$ cat config.mk
export PLATFORM = sky130hd
export DESIGN_NAME = mem_access_controller
export DESIGN_NICKNAME = d
export VERILOG_FILES = /design/src/rtl/mem_access_controller_pkg.sv /design/src/rtl/mem_timeout_counter.sv /design/src/rtl/mem_access_controller.sv
export SDC_FILE = /design/constraint.sdc
export NUM_CORES = 1
export LEC_CHECK = 0
export ABC_AREA = 1
export BUFFER_PORTS_ARGS = -buffer_cell sky130_fd_sc_hd__buf_2
export CAP_MARGIN = 5
export CORE_MARGIN = 2
export CORE_UTILIZATION = 45
export CTS_CLUSTER_SIZE = 24
export DETAILED_ROUTE_END_ITERATION = 8
export MAX_ROUTING_LAYER = met4
export PLACE_DENSITY = 0.83
export SYNTH_ARGS = -nofsm -noshare
export SYNTH_HDL_FRONTEND = slang
export SYNTH_SLANG_ARGS = --single-unit
$ cat constraint.sdc
create_clock -name clock -period 1.7 [get_ports clock]
set_input_delay 0.34 -clock clock [delete_from_list [all_inputs] [get_ports clock]]
set_output_delay 0.34 -clock clock [all_outputs]
set_load 0.02 [all_outputs]
$ cat src/rtl/mem_access_controller_pkg.sv
// Shared definitions for the MEM-stage access controller: FSM state
// encoding, the word-alignment mask and the timeout counter width helper.
package mem_ctrl_pkg;

  typedef logic [1:0] mem_state_t;

  localparam mem_state_t IDLE = 2'd0;
  localparam mem_state_t REQ  = 2'd1;
  localparam mem_state_t RSP  = 2'd2;
  localparam mem_state_t DONE = 2'd3;

  // Low address bits that must be zero for a word access.
  localparam logic [1:0] WORD_ALIGN_MASK = 2'b11;

  // Counter width able to hold the value TIMEOUT_CYCLES.
  function automatic int timeout_width(input int cycles);
    return (cycles < 1) ? 1 : $clog2(cycles + 1);
  endfunction

endpackage

$ cat src/rtl/mem_timeout_counter.sv
// Response-wait counter for the MEM-stage access controller.
// Only built when MEM_TIMEOUT_EN is defined; otherwise this file is empty.
`ifdef MEM_TIMEOUT_EN
module mem_timeout_counter
  import mem_ctrl_pkg::*;
#(
  parameter int TIMEOUT_CYCLES = 255
) (
  input  logic clock,
  input  logic reset,
  input  logic clear,
  input  logic enable,
  output logic expired
);

  localparam int CNT_W = timeout_width(TIMEOUT_CYCLES);

  logic [CNT_W-1:0] count;

  // Expires during the TIMEOUT_CYCLES-th consecutive enabled cycle.
  assign expired = enable && (count == CNT_W'(TIMEOUT_CYCLES - 1));

  // Count enabled cycles since the last clear, holding once expired.
  always_ff @(posedge clock or negedge reset) begin
    if (!reset) begin
      count <= '0;
    end else if (clear) begin
      count <= '0;
    end else if (enable && !expired) begin
      count <= count + 1'b1;
    end
  end

endmodule
`endif

$ cat src/rtl/mem_access_controller.sv
// MEM-stage sequencer: turns the EX/MEM load/store controls into a
// valid/ready bus request, waits for the response, stalls the pipeline
// while the access is outstanding and flags bad or timed-out accesses.
// Optional feature: define MEM_TIMEOUT_EN to abort responses that take
// longer than TIMEOUT_CYCLES cycles.
module mem_access_controller
  import mem_ctrl_pkg::*;
#(
  parameter int ADDR_W         = 32,
  parameter int DATA_W         = 32,
  parameter int TIMEOUT_CYCLES = 255
) (
  input  logic              clock,
  input  logic              reset,
  input  logic              mem_read,
  input  logic              mem_write,
  input  logic [ADDR_W-1:0] addr,
  input  logic [DATA_W-1:0] wdata,
  output logic              stall,
  output logic [DATA_W-1:0] load_data,
  output logic              fault,
  output logic              bus_req_valid,
  input  logic              bus_req_ready,
  output logic              bus_req_write,
  output logic [ADDR_W-1:0] bus_req_addr,
  output logic [DATA_W-1:0] bus_req_wdata,
  input  logic              bus_rsp_valid,
  input  logic [DATA_W-1:0] bus_rsp_rdata
);

  mem_state_t state;

  logic op_any;
  logic op_conflict;
  logic op_misaligned;
  logic op_ok;
  logic op_bad;
  logic timeout_hit;

  assign op_any        = mem_read | mem_write;
  assign op_conflict   = mem_read & mem_write;
  assign op_misaligned = (addr[1:0] & WORD_ALIGN_MASK) != 2'b00;
  assign op_ok         = op_any && !op_conflict && !op_misaligned;
  assign op_bad        = op_any && (op_conflict || op_misaligned);

`ifdef MEM_TIMEOUT_EN
  mem_timeout_counter #(
    .TIMEOUT_CYCLES(TIMEOUT_CYCLES)
  ) u_timeout (
    .clock  (clock),
    .reset  (reset),
    .clear  ((state == REQ) && bus_req_ready),
    .enable (state == RSP),
    .expired(timeout_hit)
  );
`else
  // RSP never times out in this build; the comparison is always false for
  // any legal parameter value and keeps the parameter referenced.
  assign timeout_hit = (TIMEOUT_CYCLES < 0);
`endif

  // Request valid follows the state directly so an asynchronous reset
  // withdraws it at once; stall covers the first cycle of a new access.
  always_comb begin
    bus_req_valid = (state == REQ);
    stall         = ((state == IDLE) && op_ok) || (state == REQ) || (state == RSP);
  end

  // Access sequencing, request field capture, load data and sticky fault.
  always_ff @(posedge clock or negedge reset) begin
    if (!reset) begin
      state         <= IDLE;
      bus_req_write <= 1'b0;
      bus_req_addr  <= '0;
      bus_req_wdata <= '0;
      load_data     <= '0;
      fault         <= 1'b0;
    end else begin
      case (state)
        IDLE: begin
          if (op_ok) begin
            bus_req_write <= mem_write;
            bus_req_addr  <= addr;
            bus_req_wdata <= wdata;
            state         <= REQ;
          end else if (op_bad) begin
            fault <= 1'b1;
          end
        end
        REQ: begin
          if (bus_req_ready) begin
            state <= RSP;
          end
        end
        RSP: begin
          if (bus_rsp_valid) begin
            if (!bus_req_write) begin
              load_data <= bus_rsp_rdata;
            end
            state <= DONE;
          end else if (timeout_hit) begin
            load_data <= '0;
            fault     <= 1'b1;
            state     <= DONE;
          end
        end
        DONE: begin
          state <= IDLE;
        end
        default: begin
          state <= IDLE;
        end
      endcase
    end
  end

endmodule

Word level (Yosys, flattened, before mapping)
Index checks and enable logic that the tools add are counted.

Muxes and demuxes: 4. Reductions and logical operators: 15. Equal/unequal tests: 6. Bitwise operators: 4.

Operators by type and width (count): 3-bit AND reduction (3); 2-bit one-hot mux with 4 select lines (1); 2-bit two-way mux (3); 2-bit == test (second input constant) (2); 1-bit logical AND (4); 2-bit inequality test (second input constant) (2); 1-bit logical OR (3); 2-bit by 1-bit == test with 1-bit output (second input constant) (1); 1-bit zero test (2); 2-bit zero test (1); 2-bit by 1-bit inequality test with 1-bit output (second input constant) (1); 1-bit inverter (2); 2-bit AND reduction (1); 2-bit nonzero test (1); 1-bit bitwise AND (1); 1-bit bitwise OR (1).

Logic and storage cells: 35. Input port bits: 102. Register bits after elaboration: 100. Output and inout bits: 100.

Logic depth before layout (Yosys ltp)
Word-level depth: 7. Gate-level depth with buffers: 9. Gate-level depth less buffers: 8.

Worst setup path after synthesis
No wires, ideal clock.

Path kind: register to output. Start point: reg state[0]. End point: out stall. Cell stages (with the launch flop): 7. Data required time: 1360 ps. Slack: 88 ps. Data arrival time: 1272 ps. Buffers on the path: 2. Path through: dfrtp_1 -> inv_1 -> ha_1 -> buf_2 -> clkbuf_1 -> nor2_1 -> nand2_1.

Longest elaborated chain between the ends: 4. Elaborated cells between the ends (all ways): 6. Classes of those cells: eq/ne (2); reduce/logical (4).

RTL lines: start: declaration (line mem_access_controller.sv:31) `mem_state_t state;`; start signal: assignment (line mem_access_controller.sv:72) `state <= IDLE;`; start signal: assignment (line mem_access_controller.sv:85) `state <= REQ;`; start signal: assignment (line mem_access_controller.sv:92) `state <= RSP;`; 2-bit zero test (line mem_access_controller.sv:66) `stall = ((state == IDLE) && op_ok) || (state == REQ) || (state == RSP);`; 1-bit logical AND (line mem_access_controller.sv:66); 1-bit logical OR (line mem_access_controller.sv:66); 1-bit logical OR * (line mem_access_controller.sv:66); end: declaration (line mem_access_controller.sv:19) `output logic stall,`.

Mark *: on every way between the ends. The rest lies on a longest branch, timed or not.

Worst setup path in the final report
Start point: reg state[1]. End point: out stall.

Same word-level chain as after synthesis.

==> metrics.log <==
[metrics] deepest level of the CTS H-tree: 3
[metrics] routed vias/inst: 4.69
[metrics] unrepaired setup endpoints after global routing: true
[metrics] top area cells in the synthesized netlist: dfrtp_1, nand2_1, inv_1, o21ai_1, nand3_1
[metrics] portion of netlist area occupied by mux cells: 0%
[metrics] via count: 3590
[metrics] cell taking the most area after synthesis: dfrtp_1
[metrics] synthesized instance count: 449
[metrics] maximum vdd ir drop: 883 µV
[metrics] number of ports placed on the die boundary: 202
[metrics] GR Layer Usage met2: 33.5%
[metrics] most common library cells after synthesis: nand2_1, dfrtp_1, inv_1
[metrics] capture point of the worst reg-to-reg path: bus_req_addr[25]
[metrics] TNS Setup: 0 ns
[metrics] insertion delay of the later-clocked pin in the worst-skew pair: 0.35 ns
[metrics] leak pwr: 3.33 nW
[metrics] peak clock frequency supported by timing: 601 MHz
[metrics] floorplan die width: 99.4 µm
[metrics] synthesis warning total: 0
[metrics] IO buf count: 201
[metrics] endpoints failing setup: 0
[metrics] CTS Buf Count: 9
[metrics] summed instance area of the synthesized netlist: 0.00410 mm²
[metrics] GR Util met3: 4.01%
[metrics] largest fanout of any net on the critical path: 3
[metrics] ys flop type: dfrtp_1
[metrics] share of Yosys cell area claimed by the top area cell type: 61.1%
[metrics] total grt overflow: 0
[metrics] shortest clock period the worst path allows after layout: 1.66 ns
[metrics] overall track demand over capacity in global routing: 20.0%
[metrics] Mapped Nets: 557
[metrics] Synth Area in Simple Gates: 18.0%
[metrics] slew at the pin closest to its max-slew limit: 0.522 ns
[metrics] Top Family by Delay on Critical Path: flip-flops
[metrics] number of global-route vias before repair: 3465
[metrics] most heavily used metal layer in global routing: met2
[metrics] Synth Area in Compound Gates: 8.43%
[metrics] worst endpoint data arrival time: 1.32 ns
[metrics] number of maximum-capacitance constraint violations: 0
[metrics] count of unresolved DRC violations after routing: 0
[metrics] post-synth cell types: 17
[metrics] Initial Utilization: 46.8%
[metrics] ratio of total power to cell area: 1840 mW/mm²
[metrics] classification of the worst-slack hold path: in -> async
[metrics] critical path start-end classification: reg -> out
[metrics] Root Driver: clkbuf_8
[metrics] Final Hold Fails: 0
[metrics] number of cells in the design after placement: 747
[metrics] number of enable-type register cells in the synthesized netlist: 0
[metrics] logic depth of the worst path, buffers included: 5
[metrics] worst reg2reg startpoint: state[1]
[metrics] sequential share of the synthesized area: 61.1%
[metrics] run status: finished clean
[metrics] clock sink count: 100
[metrics] Inserted Diodes: 0
[metrics] Worst Setup End Kind: output port
[metrics] endpoint of the worst setup timing path: stall
[metrics] fraction of final layout cells with drive strength greater than 1: 38.3%
[metrics] routed wire length: 9470 µm
[metrics] beginning of the critical path: state[1]
[metrics] Worst Skew: 0.0158 ns
[metrics] post-route non-filler standard cell count: 766
[metrics] final period utilization: 97.9%
[metrics] Placer Congestion: 0.810
[metrics] Crit path buffers/inverters: 2
[metrics] fraction of synthesized cell area in xor and xnor cells: 0%
[metrics] DIE HEIGHT: 99.4 µm
[metrics] met1 layer usage reported by global route: 24.8%
[metrics] pin count of the biggest net entering global routing: 101
[metrics] dominant combinational cell family by area after synthesis: simple AND/OR/NAND/NOR gates
[metrics] area inside the core boundary: 0.00876 mm²
[metrics] synthesized flop and latch total: 100
[metrics] wire length per cell: 12.4 µm
[metrics] worst slew margin relative to its limit: 65.2%
[metrics] post-route worst hold slack: 0.0265 ns
[metrics] startpoint type of the worst setup path: flip-flop
[metrics] Synth Area in Adders: 1.83%
[metrics] number of antenna violations at the first check in global routing: 0
[metrics] depth of the worst register-to-register path: 8
[metrics] minimum setup slack among reg-to-reg paths: 0.18 ns
[metrics] max-slew violation total from the final report: 0
[metrics] half-perimeter wire length of the detailed placement result: 6970 µm
[metrics] synthesized area per cell: 9.13 µm²
[metrics] share of synthesized registers carrying an async set or reset: 100%
[metrics] TritonCTS clock tree: yes
[metrics] critical path's largest stage delay: 0.46 ns
[metrics] Std-Cell Rows: 34
[metrics] Critical Path, Cell by Cell: inv_4, ha_4, nand3_4, nand2_2, buf_6
[metrics] antenna-violating nets left: 0
[metrics] cell with the most instances after synthesis: nand2_1
[metrics] clock edge transition at the registers on the reported setup and hold paths: 0.10 ns
[metrics] cell with the biggest individual delay on the critical path: dfrtp_2
[metrics] Final nets: 761
[metrics] data required time of the worst path: 1.36 ns
[metrics] die area: 0.00989 mm²
[metrics] DRT Pass-1 Iters: 6
[metrics] first-pass GRT wire length: 15700 µm
[metrics] Max clock buf depth: 2
[metrics] Iter 0 DRT Violations: 112
[metrics] post-layout util: 63.0%
[metrics] area growth from synthesis to layout: 34.8%
-- what timing repair did --
action | 4_1_cts | 5_1_grt
pin swaps | 3 | 1
endpoints found under the setup margin | 1 | 1
gates resized for setup | 13 | 4
buffers inserted | 3 | 0
hold buffers | 0 | 0
-- worst reg2reg max path, delay by kind of cell, from the launching register on --
kind	cells	cell delay [ns]
buffers and inverters	4	0.59
flip-flops	1	0.46
adder cells (fa/ha/maj)	1	0.15
AND/OR/NAND/NOR	2	0.13
AO/OA/AOI/OAI	1	0.09
-- cells in the final DEF, fill, tap and decap left out, types with 4 or more instances in the layout --
cell and count:
buf_4 14, o21ai_2 6, dfrtp_1 98, inv_1 71, buf_2 199, o21ai_1 53
nand3_1 34, clkbuf_8 11, nand2_1 142, o21ai_0 4
-- power breakdown --
group	internal [mW]	switching [mW]	total [mW]
clock	0.781	0.828	1.61
sequential	3.43	0.597	4.03
combinational	1.60	2.91	4.51
total	5.82	4.33	10.2
-- cell type report --
class                           count  area (µm²)
Fill cell                         746        3240
Sequential cell                   100        2500
Multi-Input combinational cell    252        1210
Timing Repair Buffer              217        1170
Inverter                           73         279
Clock buffer                       11         151
Tap cell                          108         135
Clock inverter                      5        65.1
-- through the flow --
stage	power (mW)	setup slack [ns]	instance area [µm²]
final	10.2	0.0363	5520
after global routing	10.9	-0.0341	5520
after CTS	10.2	-0.0255	5520
after detailed placement	8.43	0.0988	5220
after global placement	8.24	0.171	5220
after floorplan	6.75	0.0877	4100
-- cells by family after synthesis --
family / Yosys count
adder cells (fa/ha/maj): 6
AO/OA/AOI/OAI: 64
buffers and inverters: 97
flip-flops: 100
AND/OR/NAND/NOR: 182
-- flip-flops by register name, summed over array words and instances, names as in the netlist --
register       cells
state              2
fault              1
load_data         32
bus_req_addr      32
bus_req_write      1
bus_req_wdata     32
-- how the worst min path moves through the flow --
stage | startpoint | end | slack [ns] | cells after the start
global route | reset | bus_req_wdata[11] | 0.06 | 2
floorplan | reset | bus_req_addr[0] | 0.04 | 0
global placement | reset | bus_req_wdata[18] | 0.44 | 2
finish | reset | bus_req_wdata[11] | 0.03 | 2
detailed placement | reset | bus_req_wdata[11] | 0.45 | 2
CTS | reset | bus_req_wdata[11] | 0.06 | 2
-- per-layer routing --
layer	part of all wire (%)	routed length, µm
met5	0	0
met3	7.5	713
met4	1.4	132
met2	50	4780
met1	41	3840
No activity file was read; power rests on OpenSTA's default activity.
